--- src/rtl/alu_sequencer.sv ---
// Multi-cycle add/sub/shift-add multiply/restoring divide controller with busy/done handshake.
// Optional LED hold output for ovf/err completions is enabled by defining ALU_SEQ_LED_EN.
module alu_sequencer #(
    parameter int unsigned WIDTH = 4
`ifdef ALU_SEQ_LED_EN
    ,
    parameter int unsigned LED_HOLD = 8
`endif
) (
    input  logic               clk,
    input  logic               rst,
    input  logic               start,
    input  logic [WIDTH-1:0]   x,
    input  logic [WIDTH-1:0]   y,
    input  logic [1:0]         sel,
    output logic [2*WIDTH-1:0] out,
    output logic               busy,
    output logic               done,
    output logic               ovf,
    output logic               err
`ifdef ALU_SEQ_LED_EN
    ,
    output logic               led
`endif
);

    localparam int unsigned CW = $clog2(WIDTH) + 1;
    localparam logic [CW-1:0] LAST_CNT = CW'(WIDTH - 1);

    typedef enum logic {IDLE, RUN} state_e;
    typedef enum logic [1:0] {OP_ADD = 2'b00, OP_SUB = 2'b01, OP_MUL = 2'b10, OP_DIV = 2'b11} op_e;

    state_e               state_q, state_d;
    op_e                  sel_q, sel_d;
    logic [CW-1:0]        cnt_q, cnt_d;
    logic [WIDTH-1:0]     x_q, x_d, y_q, y_d;
    logic [2*WIDTH-1:0]   mcand_q, mcand_d, acc_q, acc_d;
    logic [WIDTH-1:0]     mplier_q, mplier_d;
    logic [WIDTH-1:0]     rem_q, rem_d, quo_q, quo_d;
    logic [2*WIDTH-1:0]   out_q, out_d;
    logic                 busy_q, busy_d, done_q, done_d, ovf_q, ovf_d, err_q, err_d;

    logic [WIDTH:0]       sum;
    logic [WIDTH:0]       trial;
    logic [2*WIDTH-1:0]   acc_step;
    logic [WIDTH-1:0]     rem_step, quo_step;
    logic                 finish;

    always_comb begin
        state_d  = state_q;
        sel_d    = sel_q;
        cnt_d    = cnt_q;
        x_d      = x_q;
        y_d      = y_q;
        mcand_d  = mcand_q;
        acc_d    = acc_q;
        mplier_d = mplier_q;
        rem_d    = rem_q;
        quo_d    = quo_q;
        out_d    = out_q;
        busy_d   = busy_q;
        done_d   = 1'b0;
        ovf_d    = ovf_q;
        err_d    = err_q;
        finish   = 1'b0;

        sum      = {1'b0, x_q} + {1'b0, y_q};
        acc_step = acc_q + (mplier_q[0] ? mcand_q : '0);
        // Remainder is kept W bits wide (always < divisor); the shifted trial value carries the extra bit.
        trial    = {rem_q, quo_q[WIDTH-1]};
        if (trial >= {1'b0, y_q}) begin
            rem_step = trial[WIDTH-1:0] - y_q;
            quo_step = {quo_q[WIDTH-2:0], 1'b1};
        end else begin
            rem_step = trial[WIDTH-1:0];
            quo_step = {quo_q[WIDTH-2:0], 1'b0};
        end

        unique case (state_q)
            IDLE: begin
                if (start) begin
                    x_d      = x;
                    y_d      = y;
                    sel_d    = op_e'(sel);
                    mcand_d  = {{WIDTH{1'b0}}, x};
                    mplier_d = y;
                    acc_d    = '0;
                    rem_d    = '0;
                    quo_d    = x;
                    cnt_d    = '0;
                    busy_d   = 1'b1;
                    ovf_d    = 1'b0;
                    err_d    = 1'b0;
                    state_d  = RUN;
                end
            end
            RUN: begin
                unique case (sel_q)
                    OP_ADD: begin
                        out_d  = {{(WIDTH-1){1'b0}}, sum};
                        ovf_d  = sum[WIDTH];
                        finish = 1'b1;
                    end
                    OP_SUB: begin
                        out_d  = {{WIDTH{1'b0}}, x_q - y_q};
                        ovf_d  = (x_q < y_q);
                        finish = 1'b1;
                    end
                    OP_MUL: begin
                        acc_d    = acc_step;
                        mcand_d  = mcand_q << 1;
                        mplier_d = mplier_q >> 1;
                        cnt_d    = cnt_q + 1'b1;
                        if (cnt_q == LAST_CNT) begin
                            out_d  = acc_step;
                            finish = 1'b1;
                        end
                    end
                    OP_DIV: begin
                        if (y_q == '0) begin
                            out_d  = '1;
                            err_d  = 1'b1;
                            finish = 1'b1;
                        end else begin
                            rem_d = rem_step;
                            quo_d = quo_step;
                            cnt_d = cnt_q + 1'b1;
                            if (cnt_q == LAST_CNT) begin
                                out_d  = {rem_step, quo_step};
                                finish = 1'b1;
                            end
                        end
                    end
                    default: finish = 1'b1;
                endcase
                if (finish) begin
                    state_d = IDLE;
                    busy_d  = 1'b0;
                    done_d  = 1'b1;
                    cnt_d   = '0;
                end
            end
            default: state_d = IDLE;
        endcase
    end

    always_ff @(posedge clk) begin
        if (rst) begin
            state_q  <= IDLE;
            sel_q    <= OP_ADD;
            cnt_q    <= '0;
            x_q      <= '0;
            y_q      <= '0;
            mcand_q  <= '0;
            acc_q    <= '0;
            mplier_q <= '0;
            rem_q    <= '0;
            quo_q    <= '0;
            out_q    <= '0;
            busy_q   <= 1'b0;
            done_q   <= 1'b0;
            ovf_q    <= 1'b0;
            err_q    <= 1'b0;
        end else begin
            state_q  <= state_d;
            sel_q    <= sel_d;
            cnt_q    <= cnt_d;
            x_q      <= x_d;
            y_q      <= y_d;
            mcand_q  <= mcand_d;
            acc_q    <= acc_d;
            mplier_q <= mplier_d;
            rem_q    <= rem_d;
            quo_q    <= quo_d;
            out_q    <= out_d;
            busy_q   <= busy_d;
            done_q   <= done_d;
            ovf_q    <= ovf_d;
            err_q    <= err_d;
        end
    end

    assign out  = out_q;
    assign busy = busy_q;
    assign done = done_q;
    assign ovf  = ovf_q;
    assign err  = err_q;

`ifdef ALU_SEQ_LED_EN
    localparam int unsigned LW = $clog2(LED_HOLD + 1);

    logic [LW-1:0] led_cnt_q;
    logic          led_q;

    // led rises together with done; the counter tracks the remaining high cycles after the first.
    always_ff @(posedge clk) begin
        if (rst) begin
            led_cnt_q <= '0;
            led_q     <= 1'b0;
        end else if (done_d && (ovf_d || err_d)) begin
            led_cnt_q <= LW'(LED_HOLD - 1);
            led_q     <= 1'b1;
        end else if (led_cnt_q != '0) begin
            led_cnt_q <= led_cnt_q - 1'b1;
            led_q     <= 1'b1;
        end else begin
            led_q     <= 1'b0;
        end
    end

    assign led = led_q;
`endif

endmodule

--- config.mk ---
export PLATFORM = sky130hd
export DESIGN_NAME = alu_sequencer
export DESIGN_NICKNAME = d
export VERILOG_FILES = /design/src/rtl/alu_sequencer.sv
export SDC_FILE = /design/constraint.sdc
export NUM_CORES = 1
export LEC_CHECK = 0
export CAP_MARGIN = 20
export CORE_ASPECT_RATIO = 1.75
export CORE_MARGIN = 8
export CORE_UTILIZATION = 37
export CTS_CLUSTER_SIZE = 28
export DETAILED_ROUTE_END_ITERATION = 8
export PLACE_DENSITY = 0.65
export SYNTH_ARGS = -nofsm -noshare
export SYNTH_HDL_FRONTEND = slang
export SYNTH_SLANG_ARGS = --single-unit
--- constraint.sdc ---
create_clock -name clk -period 5.7 [get_ports clk]
set_input_delay 1.14 -clock clk [delete_from_list [all_inputs] [get_ports clk]]
set_output_delay 1.14 -clock clk [all_outputs]
set_load 0.05 [all_outputs]
==> metrics.cfg <==
[timing]
hold_ws_ns=0.468
post-route-period-util=0.460
slew_viol_final=0
setup_violations=0
maxSlewHeadroom=0.332
worst_pin_slew_ns=1.00
fin_crit_ns=2.62
hold_viol_final=0
fin_skew_ns=0.00591
rsz0062_at_grt=no
max_freq_mhz=382
finalSetupTns_ns=0

[drt]
ant_nets=0
drtIter0Drc=139
drc_errors=0
wirelength_um=7900
via_per_inst=5.61
vias=2691
firstDrtPassIters=5
detail_route.wl_per_cell_um=16.5

[synth]
ys_ff_latch=54
synth_top_area_frac=0.352
synth_nets=411
synth_area_leaders=dfxtp_1 35%, ha_1 8.6%, nand2_1 5.7%
synth_area_um2=3070
synth_compound_area_frac=0.192
synthArstFlopShare=0
syn_area_per_cell_um2=8.23
synth-edff-count=0
synth_top_family_by_area=simple AND/OR/NAND/NOR gates
syn_inst=373
synthDistinctLibCells=48
synth-adder-area-share=0.112
ys.flop_type=dfxtp_1
yosys_warnings=0
yosys.area_share.simple=0.225
synthMuxAreaShare=0.0342
yosysTopAreaCell=dfxtp_1
synth_xor_area_frac=0.0314
ys_seq_area_frac=0.352

[power]
ir_worst_vdd_mv=0.230
leakagePower_uw=0.00131
powerDensity_nw_per_um2=274

[critical_path]
critPathKind=reg2out
slowest_delay_ns=0.82
r2r_start=y_q[1]
endpoint_kind=output pin
reg2reg_depth=8
cp_max_fo=3
required_ns=4.56
worstPathCellList=clkdlybuf4s50_1
cp_top_family=buffers and inverters
start_kind=register
r2r-end=out[5]
critPathSlowestCell=clkdlybuf4s50_1
r2r_setup_slack_ns=3.15
cp.buffers_inverters=1
arrival_ns=1.48

[clock_tree]
cts_htree_levels=2
ctsHoldBuffers=0
cts_tree=done
clk_latency_ns=0.30
ctsResizeCount=0
cts_setup_buffers=0
clock-root-buffer=clkbuf_16
path_clk_slew_ns=0.07
cts_max_path_buffers=2
cts_buffers=5
cts_num_sinks=54

[global_routing]
grt_remaining_overflow=0
antenna_found_initial=0
grt_max_degree=55
track_usage=0.144
grt_pass1_wl_um=12900
grt_pass1_vias=2706

[final_layout]
drive_gt1_frac=0.0670
nets=425
layout_common_cells=54 x dfxtp_1, 47 x nand2_1, 46 x nor2_1, 35 x a21oi_1, 23 x clkdlybuf4s50_1
diodes=0
fin_area_um2=3520
utilization=0.429
final_common_cell=dfxtp_1
syn2layout_area_growth_pct=14.6

[placement]
dpl_cell_area_um2=3330
dp_hpwl_um=6000
place.gp.congestion=0.859
port_buffers=24

[hold_path]
hp-start=mplier_q[3]
hold_path_end=mplier_q[3]
holdPathStages=2
hp-class=reg2reg

[floorplan]
fp.dieW_um=84.9
row_count=44
dieArea_um2=11600
die_y_um=136
core_area_um2=8200
start_util=0.374
ios=25

[job]
maxCapViolCount=0

[status]
status=finished clean

## sequential cells by signal, indices dropped and copies added (netlist names)
name / flops
acc_q: 8
busy: 1
cnt_q: 3
done: 1
err: 1
mcand_q: 8
mplier_q: 4
out: 8
ovf: 1
quo_q: 4
rem_q: 4
sel_q: 2
state_q: 1
x_q: 4
y_q: 4
## report_power, final
part / internal (uW) / switching [uW] / total [uW]
Clock: 221 / 145 / 366
Sequential: 397 / 19.4 / 416
Combinational: 69.4 / 112 / 181
## Yosys cell counts (4+ instances only)
cell      number
mux2i_1        6
xor2_1         6
dfxtp_1       54
a31oi_1        5
fa_1           4
clkbuf_1      14
nor3_1         9
inv_1         15
a21oi_1       35
nor2_1        46
ha_1          21
nor2b_1        7
a311oi_1       5
nand3_1       10
nand2_1       47
and2_1         6
xnor2_1        5
a21o_1         4
a211oi_1      12
o21ai_0       17
## cell families (layout without fill, tap and decap cells)
family | after synthesis | in the layout
AOI/OAI and AO/OA | 94 | 94
buffers and inverters | 36 | 51
xor gates and xnor gates | 11 | 11
adders and majority gates | 25 | 25
and+or+nand+nor | 144 | 144
muxes | 9 | 9
DFF | 54 | 54
## stage by stage
step                      power (uW)  instances  setup slack, ns
final                            963        480             3.08
after global routing            1000        480             2.95
after CTS                        970        479             2.75
after detailed placement         606        471             2.43
after global placement           602        471             2.48
after floorplan                  554        373             3.57
## worst max path at each step
| stage | startpoint | endpoint | slack, ns | cells past startpoint |
|---|---|---|---|---|
| 2_1_floorplan | y_q[1] | out[5] | 3.57 | 8 |
| 3_3_place_gp | start | mcand_q[1] | 2.48 | 5 |
| 3_5_place_dp | start | mcand_q[1] | 2.43 | 5 |
| 4_1_cts | start | mcand_q[1] | 2.75 | 5 |
| 5_1_grt | sel_q[1] | mplier_q[2] | 2.95 | 6 |
| 6_report | ovf | ovf | 3.08 | 1 |
## layer usage
layer | global-route usage | share of wire | vias up
li1 | - | - | 1326
met1 | 0.130 | 0.36 | 1276
met2 | 0.276 | 0.56 | 58
met3 | 0.0236 | 0.026 | 31
met4 | 0.114 | 0.061 | 0
met5 | 0 | 0 | -
## area by class of cell
class,count,area (um2)
Clock buffer,6,139
Clock inverter,2,38.8
Fill cell,832,4690
Inverter,16,60.1
Multi-Input combinational cell,283,1830
Sequential cell,54,1080
Tap cell,92,115
Timing Repair Buffer,27,258
No activity file was read; power rests on OpenSTA's default activity.
